==> src/rtl/fwd_hazard_ctrl_pkg.sv <==
// Shared types and constants for the forwarding / hazard control block.
// Optional load-use stall counter is enabled by defining FWD_STALL_CNT_EN.
package fwd_hazard_ctrl_pkg;

  localparam int REG_AW_DEF = 5;

  localparam logic [1:0] FWD_SEL_RF    = 2'b00;
  localparam logic [1:0] FWD_SEL_EXMEM = 2'b01;
  localparam logic [1:0] FWD_SEL_MEMWB = 2'b10;
  localparam logic [1:0] FWD_SEL_ZERO  = 2'b11;

  typedef struct packed {
    logic                  valid;
    logic [REG_AW_DEF-1:0] rs;
    logic [REG_AW_DEF-1:0] rt;
    logic                  uses_rt;
    logic [REG_AW_DEF-1:0] dest;
    logic                  reg_write;
    logic                  mem_read;
  } ex_slot_t;

  typedef struct packed {
    logic                  valid;
    logic [REG_AW_DEF-1:0] dest;
    logic                  reg_write;
    logic                  mem_read;
  } mem_slot_t;

  typedef struct packed {
    logic                  valid;
    logic [REG_AW_DEF-1:0] dest;
    logic                  reg_write;
  } wb_slot_t;

endpackage

==> src/rtl/fwd_sel_logic.sv <==
// Per-operand forwarding select: $0 forces zero, then newest
// in-flight writer (MEM) beats the older one (WB).
module fwd_sel_logic
  import fwd_hazard_ctrl_pkg::*;
#(
  parameter int AW = REG_AW_DEF
) (
  input  logic          ex_valid,
  input  logic [AW-1:0] src,
  input  logic          mem_valid,
  input  logic          mem_reg_write,
  input  logic [AW-1:0] mem_dest,
  input  logic          wb_valid,
  input  logic          wb_reg_write,
  input  logic [AW-1:0] wb_dest,
  output logic [1:0]    sel
);

  logic mem_hit;
  logic wb_hit;

  always_comb begin
    mem_hit = mem_valid && mem_reg_write && (mem_dest == src);
    wb_hit  = wb_valid && wb_reg_write && (wb_dest == src);
    sel     = FWD_SEL_RF;
    if (!ex_valid)
      sel = FWD_SEL_RF;
    else if (src == '0)
      sel = FWD_SEL_ZERO;
    else if (mem_hit)
      sel = FWD_SEL_EXMEM;
    else if (wb_hit)
      sel = FWD_SEL_MEMWB;
  end

endmodule

==> src/rtl/fwd_hazard_ctrl.sv <==
// Forwarding-mux selects and load-use stall for the 5-stage pipeline.
// Define FWD_STALL_CNT_EN to add the stall_count port and counter.
module fwd_hazard_ctrl
  import fwd_hazard_ctrl_pkg::*;
#(
  parameter int REG_AW = REG_AW_DEF
) (
  input  logic              clk,
  input  logic              rst,
  input  logic              id_valid,
  input  logic [REG_AW-1:0] id_rs,
  input  logic [REG_AW-1:0] id_rt,
  input  logic              id_uses_rt,
  input  logic [REG_AW-1:0] id_dest,
  input  logic              id_reg_write,
  input  logic              id_mem_read,
  input  logic              flush,
  output logic [1:0]        fwd_a_sel,
  output logic [1:0]        fwd_b_sel,
  output logic              stall
`ifdef FWD_STALL_CNT_EN
  ,
  output logic [31:0]       stall_count
`endif
);

  ex_slot_t  ex_q, ex_d;
  mem_slot_t mem_q, mem_d;
  wb_slot_t  wb_q, wb_d;

  logic load_use;
  logic unused_fields;

  assign unused_fields = ^{mem_q.mem_read, ex_q.uses_rt};

  always_comb begin
    load_use = id_valid && ex_q.valid && ex_q.mem_read
               && (ex_q.dest != '0)
               && ((ex_q.dest == id_rs)
                   || (id_uses_rt && (ex_q.dest == id_rt)));
    // A flushed ID instruction never reaches EX, so it cannot stall.
    stall = load_use && !flush;
  end

  always_comb begin
    ex_d = '0;
    if (!(rst || flush || stall)) begin
      ex_d.valid     = id_valid;
      ex_d.rs        = id_rs;
      ex_d.rt        = id_rt;
      ex_d.uses_rt   = id_uses_rt;
      ex_d.dest      = id_dest;
      ex_d.reg_write = id_reg_write;
      ex_d.mem_read  = id_mem_read;
    end
    mem_d.valid     = ex_q.valid;
    mem_d.dest      = ex_q.dest;
    mem_d.reg_write = ex_q.reg_write;
    mem_d.mem_read  = ex_q.mem_read;
    wb_d.valid      = mem_q.valid;
    wb_d.dest       = mem_q.dest;
    wb_d.reg_write  = mem_q.reg_write;
  end

  always_ff @(posedge clk) begin
    if (rst) begin
      ex_q  <= '0;
      mem_q <= '0;
      wb_q  <= '0;
    end else begin
      ex_q  <= ex_d;
      mem_q <= mem_d;
      wb_q  <= wb_d;
    end
  end

  fwd_sel_logic #(.AW(REG_AW)) u_sel_a (
    .ex_valid      (ex_q.valid),
    .src           (ex_q.rs),
    .mem_valid     (mem_q.valid),
    .mem_reg_write (mem_q.reg_write),
    .mem_dest      (mem_q.dest),
    .wb_valid      (wb_q.valid),
    .wb_reg_write  (wb_q.reg_write),
    .wb_dest       (wb_q.dest),
    .sel           (fwd_a_sel)
  );

  fwd_sel_logic #(.AW(REG_AW)) u_sel_b (
    .ex_valid      (ex_q.valid),
    .src           (ex_q.rt),
    .mem_valid     (mem_q.valid),
    .mem_reg_write (mem_q.reg_write),
    .mem_dest      (mem_q.dest),
    .wb_valid      (wb_q.valid),
    .wb_reg_write  (wb_q.reg_write),
    .wb_dest       (wb_q.dest),
    .sel           (fwd_b_sel)
  );

`ifdef FWD_STALL_CNT_EN
  logic [31:0] stall_count_q, stall_count_d;

  always_comb begin
    stall_count_d = stall_count_q + {31'd0, stall};
  end

  always_ff @(posedge clk) begin
    if (rst)
      stall_count_q <= '0;
    else
      stall_count_q <= stall_count_d;
  end

  assign stall_count = stall_count_q;
`endif

endmodule
==> config.mk <==
export PLATFORM = sky130hd
export DESIGN_NAME = fwd_hazard_ctrl
export DESIGN_NICKNAME = d
export VERILOG_FILES = /design/src/rtl/fwd_hazard_ctrl_pkg.sv /design/src/rtl/fwd_sel_logic.sv /design/src/rtl/fwd_hazard_ctrl.sv
export SDC_FILE = /design/constraint.sdc
export NUM_CORES = 1
export LEC_CHECK = 0
export ABC_CLOCK_PERIOD_IN_PS = 2000
export BUFFER_PORTS_ARGS = -buffer_cell sky130_fd_sc_hd__buf_4
export CAP_MARGIN = 5
export CORE_ASPECT_RATIO = 2
export CORE_MARGIN = 2
export CORE_UTILIZATION = 45
export CTS_BUF_LIST = sky130_fd_sc_hd__clkbuf_4
export DETAILED_ROUTE_END_ITERATION = 6
export PLACE_DENSITY = 0.68
export SLEW_MARGIN = 40
export SYNTH_ARGS = -nofsm -noshare
export SYNTH_HDL_FRONTEND = slang
export SYNTH_SLANG_ARGS = --single-unit
==> constraint.sdc <==
create_clock -name clk -period 2 [get_ports clk]
set_clock_uncertainty 0.05 [all_clocks]
set_input_delay 0 -clock clk [delete_from_list [all_inputs] [get_ports clk]]
set_output_delay 0 -clock clk [all_outputs]
set_load 0.005 [all_outputs]
==> qor.yml <==
clocking:
  tritoncts: "built"
  cts_buffer_depth: 2
  tritoncts.num_buffers: 5
  cts-root-buf: "sky130_fd_sc_hd__clkbuf_4"
  cts.sink_count: 32
  htreeDepth: 2
  clk_transition_reported_paths_ps: 90
  insertion_delay_ps: 320
critical_path:
  cp.buffers_inverters: 1
  timing.critical_path.to_type: "primary output"
  critPathRequiredTime_ps: 1950
  critPathArrivalTime_ps: 1840
  timing.setup.critical_path_class: "reg -> out"
  worst_path_largest_cell_delay_ps: 590
  timing.critical_path.fanout_max: 4
  cp_top_family: "simple AND/OR/NAND/NOR gates"
  critical_path.startpoint_type: "flop"
  cp_num_cells: 5
  r2r.worst_path.cells: 6
  crit_path_cells: "or4_1 > o2111ai_2 > a21oi_4 > nor2b_1 > buf_4"
  cp_slowest_cell: "sky130_fd_sc_hd__or4_1"
floorplan:
  die_area_um2: 3410
  floorplan.die.width_um: 42.3
  rows: 27
  io_pins: 27
  initial_utilization_pct: 47.7
  die_height_um: 80.7
  floorplan.core_area_um2: 2770
pwr:
  pwr-share-clk_pct: 28.1
  power.combinational.fraction_pct: 13.8
  vdd.ir_drop.worst_v: 0.000441
  report.power.total_uw: 1170
  pwr-share-seq_pct: 58.1
  sw_frac_of_total_pct: 25.0
  power_density_nw_per_um2: 653
  switching_power_uw: 292
  total_leakage_power_uw: 0.000769
  intPower_uw: 877
min_path:
  timing.hold.worst_path_depth: 5
  holdCritPathClass: "in -> reg"
finish:
  design.final.nets: 215
  ant_diodes: 0
  drive_above_1_share_pct: 18.7
  design_area_um2: 1790
  fillers: 250
  layout.cells.most_common_list: "32 x sky130_fd_sc_hd__dfxtp_1, 28 x sky130_fd_sc_hd__buf_4, 21 x sky130_fd_sc_hd__nor2_1"
  mostFrequentLayoutCell: "sky130_fd_sc_hd__dfxtp_1"
  area_growth_pct: 35.5
  layout.core_utilization_pct: 64.7
placement:
  place.port_buffers: 26
  place.detailed.hpwl_um: 2230
  placed_area_um2: 1540
  gp_congestion: 0.875
yosys:
  post_synth_inst_count: 142
  postSynthRegisterBits: 32
  share_of_synthesized_area_occupied_by_flip_flops_and_latches_pct: 48.4
  mappedNetlistNets: 164
  syn_area_per_cell_um2: 9.31
  unique_cell_type_count_in_the_yosys_netlist: 16
  synthesis.yosys.warnings: 0
  synthesis.area_um2: 1320
detailed_routing:
  route.detailed.drc: 0
  dr.pass1.iters: 4
  wirelength_um: 3160
  detailedRoute.firstIterationViolations: 14
  vias: 1158
  final_antenna_net_count: 0
  wl_per_cell_um: 14.2
  vias_per_cell: 5.22
timing:
  post-route-min-period_ps: 1890
  worst_pin_slew_ps: 303
  slew_viol_final: 0
  worst_slew_margin_rel_pct: 79.6
  timing.final.hold_violations: 0
  rsz0062_at_grt: "false"
  maxClockFrequency_mhz: 529
  finalSetupViolations: 0
  whs_ps: 72.7
  finalSetupTns_ps: 0
  layout_worst_path_cycle_share_pct: 94.5
flow_run:
  max_cap_viol_count: 0
grt:
  grt_max_degree: 19
  antenna_found_initial: 0
  track_usage_pct: 20.5
  vias_in_the_first_global_route: 1190
  grt_first_pass_wirelength_um: 5000
  grt-ovfl-total: 0
run_status:
  outcome: "finished, final reports clean"
==> power groups by stage <==
stage          logic, uW  registers (uW)  clock network, uW
6_report             162             679                328
5_1_grt              177             682                356
4_1_cts              159             680                332
3_5_place_dp         129             695                  0
3_3_place_gp         126             693                  0
2_1_floorplan       70.0             688                  0
==> synthesized netlist by cell type <==
cell type	instances	area share [%]
sky130_fd_sc_hd__dfxtp_1	32	48
sky130_fd_sc_hd__nor2_1	21	6.0
sky130_fd_sc_hd__nand2_1	20	5.7
sky130_fd_sc_hd__xnor2_1	19	13
sky130_fd_sc_hd__nor2b_1	15	7.1
sky130_fd_sc_hd__xor2_1	11	7.3
sky130_fd_sc_hd__nand4_1	4	1.9
sky130_fd_sc_hd__o21a_1	4	2.3
sky130_fd_sc_hd__nor3_1	3	1.1
sky130_fd_sc_hd__nor4_1	3	1.4
sky130_fd_sc_hd__or4_1	3	1.7
sky130_fd_sc_hd__clkbuf_1	2	0.57
sky130_fd_sc_hd__nand3_1	2	0.76
sky130_fd_sc_hd__a21oi_4	1	1.2
sky130_fd_sc_hd__buf_6	1	0.85
sky130_fd_sc_hd__o2111ai_2	1	1.1
==> what timing repair did <==
action,4_1_cts,5_1_grt
buffers inserted,1,0
hold buffers,19,0
resized for setup,0,1
hold endpoints to repair,32,0
endpoints found under the setup margin,1,1
pin swaps,1,0
==> state kept, by name (all words and copies together), names as in the netlist <==
register,cells
wb_q,7
mem_q,7
ex_q,18
==> cell type report <==
type	count	area, um2	share of cell area, %
multi-input combinational	107	669	37.4
sequential	32	641	35.8
timing repair buffer	47	400	22.3
clock buffer	5	37.5	2.09
tap	29	36.3	2.03
clock inverter	2	7.51	0.419
==> final timing paths <==
check             endpoint  startpoint  slack, ps
setup / recovery     stall     ex_q[3]        110
hold / removal     ex_q[4]       flush         70
setup reg to reg   ex_q[9]     ex_q[5]        290
hold reg to reg   mem_q[1]     ex_q[1]        420
==> metal layers <==
metal	routed length [um]	GRT usage (%)	share of wire, %
met5	0	0	0
met4	132	13.4	4.2
met3	120	4.94	3.8
met2	1940	41.4	61
met1	967	15.8	31
==> per-stage QoR <==
stage / instances / setup slack (ps)
after floorplan: 142 / 498
after global placement: 195 / 313
after detailed placement: 195 / 97.7
after CTS: 222 / 69.5
after global routing: 222 / 14.8
final: 222 / 110
==> kinds of logic after synthesis <==
| logic type | Yosys count | share of synthesized area [%] |
|---|---|---|
| and+or+nand+nor | 71 | 25.6 |
| DFF | 32 | 48.4 |
| xor gates and xnor gates | 30 | 19.9 |
| AOI/OAI and AO/OA | 6 | 4.64 |
| buffers and inverters | 3 | 1.42 |
==> tightest hold or removal path: stages <==
cell                      delay, ps
sky130_fd_sc_hd__buf_4           80
sky130_fd_sc_hd__nor2_1          40
sky130_fd_sc_hd__buf_4          180
sky130_fd_sc_hd__nand2_1         80
sky130_fd_sc_hd__nor2_1          30
Power figures use the tool's default switching activity.
